--- config.mk ---
export PLATFORM = sky130hd
export DESIGN_NAME = weight_stream_unpacker_flat
export DESIGN_NICKNAME = d
export VERILOG_FILES = /design/src/rtl/weights_pkg.sv /design/src/rtl/weight_stream_unpacker_if.sv /design/src/rtl/byte_gearbox_8to9.sv /design/src/rtl/weight_stream_unpacker.sv /design/src/flat_wrapper.sv
export SDC_FILE = /design/constraint.sdc
export NUM_CORES = 1
export LEC_CHECK = 0
export ABC_AREA = 1
export BUFFER_PORTS_ARGS = -buffer_cell sky130_fd_sc_hd__buf_2
export CORE_MARGIN = 1.5
export CORE_UTILIZATION = 44
export CTS_CLUSTER_DIAMETER = 120
export CTS_CLUSTER_SIZE = 14
export DETAILED_ROUTE_END_ITERATION = 10
export PLACE_DENSITY = 0.61
export SLEW_MARGIN = 20
export SYNTH_ARGS = -nofsm -noshare
export SYNTH_HDL_FRONTEND = slang
export SYNTH_SLANG_ARGS = --single-unit
--- constraint.sdc ---
create_clock -name clk -period 12.8 [get_ports clk]
set_input_delay 2.56 -clock clk [delete_from_list [all_inputs] [get_ports clk]]
set_output_delay 2.56 -clock clk [all_outputs]
set_load 0.01 [all_outputs]
--- src/rtl/weights_pkg.sv ---
// Shared types and byte geometry for the weight stream unpacker.
package weights_pkg;

    localparam int WSU_IN_BYTES  = 8;
    localparam int WSU_OUT_BYTES = 9;
    localparam int WSU_BUF_BYTES = 16;

    typedef enum logic [1:0] {
        WSU_IDLE = 2'd0,
        WSU_LOAD = 2'd1,
        WSU_WAIT = 2'd2,
        WSU_DONE = 2'd3
    } wsu_state_t;

endpackage

--- src/rtl/weight_stream_unpacker_if.sv ---
// Weight byte stream (in) plus weight-manager write port (out) of the unpacker.
interface weight_stream_unpacker_if #(
    parameter int IN_W  = 64,
    parameter int OUT_W = 72
);
    logic [IN_W-1:0]  s_tdata;
    logic             s_tvalid;
    logic             s_tlast;
    logic             s_tready;
    logic             wm_write_mode;
    logic             wm_data_valid;
    logic [OUT_W-1:0] wm_data_out;
    logic             wm_write_complete;

    modport master (
        output s_tdata, s_tvalid, s_tlast, wm_write_complete,
        input  s_tready, wm_write_mode, wm_data_valid, wm_data_out
    );

    modport slave (
        input  s_tdata, s_tvalid, s_tlast, wm_write_complete,
        output s_tready, wm_write_mode, wm_data_valid, wm_data_out
    );
endinterface

--- src/rtl/byte_gearbox_8to9.sv ---
// 16-byte repacking buffer: 8-byte beats in, 9-byte words out, oldest byte at [7:0].
module byte_gearbox_8to9
    import weights_pkg::*;
#(
    parameter int IN_W  = 64,
    parameter int OUT_W = 72
) (
    input  logic             clk,
    input  logic             rst,
    input  logic             clr,
    input  logic             in_valid,
    input  logic [IN_W-1:0]  in_data,
    input  logic             emit_en,
    output logic             emit,
    output logic [OUT_W-1:0] out_data
);
    localparam int BUF_W = WSU_BUF_BYTES * 8;
    localparam logic [4:0] OUT_B = 5'(WSU_OUT_BYTES);
    localparam logic [4:0] IN_B  = 5'(WSU_IN_BYTES);

    logic [BUF_W-1:0] buf_q, buf_d, shifted;
    logic [4:0]       fill_q, fill_d, remaining;

    // Bytes above fill are kept zero, so a new beat can be OR-ed in at the fill point.
    always_comb begin
        emit      = emit_en && (fill_q >= OUT_B);
        shifted   = emit ? (buf_q >> OUT_W) : buf_q;
        remaining = emit ? (fill_q - OUT_B) : fill_q;
        buf_d     = shifted;
        fill_d    = remaining;
        if (in_valid) begin
            buf_d  = shifted | (BUF_W'(in_data) << {remaining, 3'b000});
            fill_d = remaining + IN_B;
        end
    end

    always_ff @(posedge clk) begin
        if (rst || clr) begin
            buf_q  <= '0;
            fill_q <= '0;
        end else begin
            buf_q  <= buf_d;
            fill_q <= fill_d;
        end
    end

    assign out_data = buf_q[OUT_W-1:0];
endmodule

--- src/rtl/weight_stream_unpacker.sv ---
// Unpacks a 64-bit weight stream into 72-bit 3x3 kernel words for the weight manager.
// Optional: define WSU_TLAST_CHECK_EN to flag s_tlast placement errors.
module weight_stream_unpacker
    import weights_pkg::*;
#(
    parameter int IN_W  = 64,
    parameter int OUT_W = 72
) (
    input  logic                    clk,
    input  logic                    rst,
    input  logic                    start,
    input  logic [9:0]              cfg_ci_groups,
    input  logic [9:0]              cfg_co_groups,
    weight_stream_unpacker_if.slave bus,
    output logic                    busy,
    output logic                    done,
    output logic                    err
);
    wsu_state_t  state_q, state_d;
    logic [9:0]  ci_q, co_q;
    logic [19:0] grp_prod;
    logic [26:0] beats_exp, beats_acc;
    logic [25:0] words_exp, words_cnt;
    logic        start_acc, cfg_zero, accept, emit, emit_en, last_word, err_d;

    // 72 = 64 + 8, 64 = 1 << 6
    assign grp_prod  = ci_q * co_q;
    assign words_exp = {grp_prod, 6'b000000};
    assign beats_exp = 27'({grp_prod, 6'b000000}) + 27'({grp_prod, 3'b000});

    assign cfg_zero  = (cfg_ci_groups == '0) || (cfg_co_groups == '0);
    assign start_acc = start && (state_q == WSU_IDLE);
    assign accept    = bus.s_tvalid && bus.s_tready;
    assign last_word = emit && (words_cnt == words_exp - 26'd1);

    always_ff @(posedge clk) begin
        if (rst) state_q <= WSU_IDLE;
        else     state_q <= state_d;
    end

    always_comb begin
        state_d = state_q;
        case (state_q)
            WSU_IDLE: if (start_acc) state_d = cfg_zero ? WSU_DONE : WSU_LOAD;
            WSU_LOAD: if (last_word) state_d = WSU_WAIT;
            WSU_WAIT: if (bus.wm_write_complete) state_d = WSU_DONE;
            WSU_DONE: state_d = WSU_IDLE;
            default:  state_d = WSU_IDLE;
        endcase
    end

    always_comb begin
        busy              = (state_q != WSU_IDLE);
        done              = (state_q == WSU_DONE);
        bus.wm_write_mode = (state_q == WSU_LOAD) || (state_q == WSU_WAIT);
        bus.s_tready      = (state_q == WSU_LOAD) && (beats_acc < beats_exp);
        emit_en           = (state_q == WSU_LOAD);
    end

    always_comb begin
        err_d = start_acc ? 1'b0 : err;
        if (start_acc && cfg_zero) err_d = 1'b1;
        if (bus.wm_write_complete && (state_q != WSU_WAIT)) err_d = 1'b1;
`ifdef WSU_TLAST_CHECK_EN
        if (accept && (bus.s_tlast != (beats_acc == beats_exp - 27'd1))) err_d = 1'b1;
`endif
    end

`ifndef WSU_TLAST_CHECK_EN
    logic unused_tlast;
    assign unused_tlast = bus.s_tlast;
`endif

    always_ff @(posedge clk) begin
        if (rst) begin
            ci_q      <= '0;
            co_q      <= '0;
            beats_acc <= '0;
            words_cnt <= '0;
            err       <= 1'b0;
        end else begin
            if (start_acc) begin
                ci_q      <= cfg_ci_groups;
                co_q      <= cfg_co_groups;
                beats_acc <= '0;
                words_cnt <= '0;
            end else begin
                if (accept) beats_acc <= beats_acc + 27'd1;
                if (emit)   words_cnt <= words_cnt + 26'd1;
            end
            err <= err_d;
        end
    end

    byte_gearbox_8to9 #(
        .IN_W  (IN_W),
        .OUT_W (OUT_W)
    ) u_gearbox (
        .clk      (clk),
        .rst      (rst),
        .clr      (start_acc),
        .in_valid (accept),
        .in_data  (bus.s_tdata),
        .emit_en  (emit_en),
        .emit     (emit),
        .out_data (bus.wm_data_out)
    );

    assign bus.wm_data_valid = emit;
endmodule

--- src/flat_wrapper.sv ---
// flat-port wrapper written by rule: the top's interface ports become plain ports
module weight_stream_unpacker_flat import weights_pkg::*;
#(
    parameter int IN_W  = 64,
    parameter int OUT_W = 72
)
  (clk, rst, start, cfg_ci_groups, cfg_co_groups, busy, done, err, bus_s_tdata, bus_s_tvalid, bus_s_tlast, bus_wm_write_complete, bus_s_tready, bus_wm_write_mode, bus_wm_data_valid, bus_wm_data_out);
  weight_stream_unpacker_if #(.IN_W(IN_W), .OUT_W(OUT_W)) bus_i ();
  input  logic clk;
  input  logic rst;
  input  logic start;
  input  logic [9:0] cfg_ci_groups;
  input  logic [9:0] cfg_co_groups;
  output logic busy;
  output logic done;
  output logic err;
  input wire logic [$bits(bus_i.s_tdata)-1:0] bus_s_tdata;
  input wire logic [$bits(bus_i.s_tvalid)-1:0] bus_s_tvalid;
  input wire logic [$bits(bus_i.s_tlast)-1:0] bus_s_tlast;
  input wire logic [$bits(bus_i.wm_write_complete)-1:0] bus_wm_write_complete;
  output wire logic [$bits(bus_i.s_tready)-1:0] bus_s_tready;
  output wire logic [$bits(bus_i.wm_write_mode)-1:0] bus_wm_write_mode;
  output wire logic [$bits(bus_i.wm_data_valid)-1:0] bus_wm_data_valid;
  output wire logic [$bits(bus_i.wm_data_out)-1:0] bus_wm_data_out;
  assign bus_i.s_tdata = bus_s_tdata;
  assign bus_i.s_tvalid = bus_s_tvalid;
  assign bus_i.s_tlast = bus_s_tlast;
  assign bus_i.wm_write_complete = bus_wm_write_complete;
  assign bus_s_tready = bus_i.s_tready;
  assign bus_wm_write_mode = bus_i.wm_write_mode;
  assign bus_wm_data_valid = bus_i.wm_data_valid;
  assign bus_wm_data_out = bus_i.wm_data_out;
  weight_stream_unpacker #(.IN_W(IN_W), .OUT_W(OUT_W)) u_core (.clk(clk), .rst(rst), .start(start), .cfg_ci_groups(cfg_ci_groups), .cfg_co_groups(cfg_co_groups), .bus(bus_i), .busy(busy), .done(done), .err(err));
endmodule
==> flow_metrics.tcl, run 1 <==
set metrics [dict create \
    synth_nets 2982 \
    slew_violations 0 \
    ir_worst_vdd_mv 0.0990 \
    clk_pin_slew_ps 60 \
    wirelength_mm 55.2 \
    relSlewSlack 0.280 \
    syn_area_per_cell_sq_um 6.51 \
    cts_resized 0 \
    ys_top_cells_by_count "nand2_1 (853), inv_1 (322), dfxtp_1 (209)" \
    insertion_delay_ps 510 \
    grt_pass1_wl_mm 87.9 \
    synth_cell_type_count 56 \
    finClkSkew_ps 30.0 \
    synth_top_area_frac 0.236 \
    setup_tns_ps 0 \
    synth_flop_cell "dfxtp_1" \
    core_area_sq_um 39700 \
    dp_slack_ps 2250 \
    grt-ovfl-total 0 \
    gp_congestion 0.926 \
    ctsRootBufferMaster "clkbuf_16" \
    die_w_um 204 \
    num_rows 73 \
    setup_ws_ps 1730 \
    syn-cell-area_sq_um 17700 \
    synthTopCellsByArea "dfxtp_1 (24%), nand2_1 (18%), ha_1 (7.4%)" \
    numCtsBuffers 18 \
    drv_cap 0 \
    grt_use_total 0.265 \
    ant_nets 0 \
    synth_most_common_cell "nand2_1" \
    hold_violations 0 \
    die_area_sq_um 41500 \
    fmax_ghz 0.0904 \
    antenna_found_initial 1 \
    layout-drive-gt1-share 0.0944 \
    power.density_nw_per_um2 165 \
    drt_iter0_markers 1092 \
    cellLeakagePower_nw 8.76 \
    worstPathRequired_ps 10240 \
    setup_violations 0 \
    ys_warn_count 0 \
    cp_slowest_cell "dfxtp_1" \
    ioPinCount 168 \
    start_util 0.446 \
    dr_total_vias 17423 \
    vias_per_cell 5.36 \
    period_share 0.865 \
    cp_data_arrival_time_ps 8510 \
    grt_max_degree 92 \
    htreeDepth 1 \
    netlist_instances 2724 \
    synth_top_area_cell "dfxtp_1" \
    end_kind "output port" \
    tightest_slew_ps 1080 \
    outcome "completed" \
    nets 2980 \
    hold_path.class "reg -> reg" \
    synthToLayoutAreaGrowth_pct 5.46 \
    synthArstFlopShare 0 \
    cts_hold_buffers 0 \
    fillerInstances 4313 \
    post-route-min-period_ps 11070 \
    cpMostUsedCell "nand2_1" \
    timing.hold.ws_ps 465 \
    grt_pass1_vias 16661 \
    grt_setup_unrepaired "false" \
    die_h_um 204 \
    cp_max_fo 11 \
    firstDrtPassIters 5 \
    worstSetupStartpointType "flop" \
    post-cts-setup-buffers 0 \
    cpPeakStageDelay_ps 630 \
    crit_type "reg -> out" \
    drc 0 \
    wl_per_cell_um 17.0 \
    place_hpwl_mm 41.9 \
    io_buffers 166 \
    tritoncts "yes" \
    clockBufferDepth 3 \
    cts_sinks 209 \
    ys_seq_elements 209 \
    ys_seq_area_frac 0.236 \
    synth-edff-count 0 \
]
-- layout make-up --
cell class / instances / area [sq um] / share of cell area
Clock buffer: 20 / 479 / 0.0256
Timing Repair Buffer: 178 / 921 / 0.0493
Sequential cell: 209 / 4180 / 0.224
Antenna cell: 1 / 2.50 / 0.000134
Tap cell: 525 / 657 / 0.0351
Multi-Input combinational cell: 1980 / 11200 / 0.599
Inverter: 335 / 1260 / 0.0675
-- cells in the final DEF (no fill, tap or decap), types with 10 or more instances in the layout --
cell type,instances
a21oi_1,170
a31oi_1,55
buf_2,166
buf_4,12
clkbuf_16,19
dfxtp_1,209
fa_1,63
ha_1,105
inv_1,322
inv_2,10
mux2i_1,33
nand2_1,853
nand3_1,108
nand4_1,27
nor2_1,164
nor3_1,34
nor4_1,10
o2111ai_1,16
o21ai_0,140
o21ai_1,67
xnor2_1,12
xor2_1,24
-- where the power goes --
part           leakage, nW  internal (mW)  switching, mW
Sequential            1.69          0.699         0.0979
Combinational         6.84          0.619           1.16
Clock                0.235          0.263          0.247
-- metal layers --
layer / vias to the layer above / part of all wire / track usage
met3: 97 / 0.048 / 0.0249
li1: 8698 / - / -
met4: 0 / 0.046 / 0.114
met2: 479 / 0.46 / 0.452
met5: - / 0 / 0
met1: 8149 / 0.44 / 0.342
-- metrics by stage --
stage / area [sq um] / instances / util / total power [mW]
floorplan: 17700 / 2724 / - / 2.17
global placement: 18200 / 3227 / 0.458 / 2.57
detailed placement: 18200 / 3227 / 0.458 / 2.59
CTS: 18700 / 3247 / 0.470 / 3.12
global route: 18700 / 3247 / 0.470 / 3.40
finish: 18700 / 3248 / 0.471 / 3.08
-- state kept, by name (all words and copies together) (netlist names) --
register / cells
u_core.co_q: 10
u_core.err: 1
u_core.u_gearbox.buf_q: 128
u_core.ci_q: 10
u_core.u_gearbox.fill_q: 5
u_core.beats_acc: 27
u_core.state_q: 2
u_core.words_cnt: 26
-- worst paths after layout --
| kind | from | to | slack (ps) | cells past startpoint |
|---|---|---|---|---|
| min | u_core.u_gearbox.buf_q[85] | u_core.u_gearbox.buf_q[85] | 470 | 2 |
| max | u_core.ci_q[5] | bus_s_tready | 1730 | 38 |
| max reg2reg | u_core.ci_q[5] | u_core.u_gearbox.buf_q[22] | 2970 | 42 |
| min reg2reg | u_core.u_gearbox.buf_q[85] | u_core.u_gearbox.buf_q[85] | 470 | 2 |
-- kinds of logic after synthesis --
| logic type | after synthesis | share of synthesized area |
|---|---|---|
| XOR/XNOR | 38 | 0.0203 |
| AND/OR/NAND/NOR | 1245 | 0.291 |
| buffers and inverters | 535 | 0.133 |
| adder cells (fa/ha/maj) | 168 | 0.145 |
| multiplexers | 33 | 0.0186 |
| AO/OA/AOI/OAI | 496 | 0.155 |
| flip-flops | 209 | 0.236 |
-- critical path: cells and delay by family, from the launching register on --
kind | cells | cell delay (ps)
AND/OR/NAND/NOR | 14 | 1450
buffers and inverters | 8 | 550
adder cells (fa/ha/maj) | 8 | 3640
flip-flops | 1 | 630
AO/OA/AOI/OAI | 8 | 1720
Power figures use the tool's default switching activity.
==> run 2: changes to the inputs <==
clock period = 13.07 ns   (was 12.8 ns; I/O delays follow)
==> run 2 against run 1 <==
Net effect: hold slack got worse by 2.5 ps; combinational power decreased by 2%; core utilization increased by 0.10 points; final cell count unchanged; flip-flop and latch count unchanged; register-to-register slack got worse by 180 ps; largest cell class unchanged.
==> flow_metrics.tcl, run 2 (same netlist as run 1, synthesis figures left out) <==
set metrics [dict create \
    grt_use_total 0.264 \
    grt_pass1_vias 16396 \
    gp_congestion 0.947 \
    cpMostUsedCell "nand2_1" \
    cp_max_fo 11 \
    layout-drive-gt1-share 0.0951 \
    setup_violations 0 \
    final_cell_count_no_fill 3248 \
    cpPeakStageDelay_ps 650 \
    end_kind "output port" \
    power.density_nw_per_um2 163 \
    grt_pass1_wl_mm 87.0 \
    core_area_sq_um 39700 \
    ant_nets 0 \
    clockBufferDepth 3 \
    cellLeakagePower_nw 8.78 \
    wirelength_mm 54.8 \
    numCtsBuffers 19 \
    dpl_cell_area_sq_um 18200 \
    cts_hold_buffers 0 \
    vias_per_cell 5.34 \
    nets 2981 \
    die_w_um 204 \
    num_rows 73 \
    synthToLayoutAreaGrowth_pct 5.68 \
    tightest_slew_ps 983 \
    post-route-min-period_ps 11130 \
    worstSetupStartpointType "flop" \
    ir_worst_vdd_mv 0.0956 \
    drc 0 \
    outcome "completed" \
    hold_path.class "reg -> reg" \
    mostFrequentLayoutCells "nand2_1 (853), inv_1 (322), dfxtp_1 (209), a21oi_1 (170), buf_2 (166)" \
    setup_tns_ps 0 \
    relSlewSlack 0.344 \
    crit_type "reg -> out" \
    wl_per_cell_um 16.9 \
    grt_max_degree 83 \
    top_regs "u_core.u_gearbox.buf_q x128, u_core.beats_acc x27, u_core.words_cnt x26" \
    start_util 0.446 \
    drt_iter0_markers 1101 \
    insertion_delay_ps 510 \
    slew_violations 0 \
    hold_violations 0 \
    period_share 0.852 \
    die_h_um 204 \
    antenna_cells 0 \
    firstDrtPassIters 5 \
    grt-ovfl-total 0 \
    antenna_found_initial 1 \
    dp.cells 3227 \
    mostFrequentLayoutCell "nand2_1" \
    largest_reg_flops 128 \
    ctsRootBufferMaster "clkbuf_16" \
    cts_resized 0 \
    cp_slowest_cell "dfxtp_1" \
    place_hpwl_mm 41.4 \
    fmax_ghz 0.0898 \
    cp_data_arrival_time_ps 8520 \
    clk_pin_slew_ps 70 \
    tritoncts "yes" \
    finClkSkew_ps 12.1 \
    dr_total_vias 17360 \
    top_register "u_core.u_gearbox.buf_q" \
    drv_cap 0 \
    ioPinCount 168 \
    die_area_sq_um 41500 \
    grt_setup_unrepaired "false" \
    final_area_sq_um 18700 \
    worstPathRequired_ps 10460 \
    io_buffers 166 \
    post-cts-setup-buffers 0 \
    cts_sinks 209 \
    htreeDepth 1 \
]
run 2: per-stage QoR:
stage          utilization  hold slack, ps  setup slack, ps  power [mW]
2_1_floorplan            -             443             3560        2.13
3_3_place_gp         0.458             452             2590        2.50
3_5_place_dp         0.458             453             2460        2.53
4_1_cts              0.472             464             1890        3.08
5_1_grt              0.472             483             1250        3.36
6_report             0.472             463             1940        3.05
run 2: worst paths after layout:
check | from | endpoint | slack [ps] | cells after the start
hold / removal | u_core.u_gearbox.buf_q[66] | u_core.u_gearbox.buf_q[66] | 460 | 2
setup / recovery | u_core.ci_q[5] | bus_s_tready | 1940 | 38
hold reg to reg | u_core.u_gearbox.buf_q[66] | u_core.u_gearbox.buf_q[66] | 460 | 2
setup reg to reg | u_core.ci_q[5] | u_core.u_gearbox.buf_q[18] | 2790 | 43
run 2: cell type report:
| class | count | area (sq um) |
|---|---|---|
| fillers | 4301 | 21000 |
| well taps | 525 | 657 |
| inverters | 335 | 1260 |
| repair buffers | 178 | 921 |
| clock inverters | 2 | 46.3 |
| multi-input cells | 1980 | 11200 |
| clock buffers | 19 | 475 |
| flip-flops and latches | 209 | 4180 |
run 2: power breakdown:
group	switching [mW]	internal, mW	total [mW]
Sequential	0.0928	0.685	0.778
Combinational	1.14	0.606	1.74
Clock	0.253	0.280	0.533
run 2: per-layer routing:
metal	share of wire	vias to the layer above	GRT usage
li1	-	8692	-
met2	0.46	505	0.446
met3	0.049	99	0.0252
met4	0.045	0	0.118
met5	0	-	0
met1	0.44	8064	0.340
run 2: worst max-delay path: cells and delay by family (launching register included):
family,cells,cell delay (ps)
adders and majority gates,8,3640
AOI/OAI and AO/OA,8,1680
DFF,1,650
and+or+nand+nor,14,1500
buffers and inverters,8,540
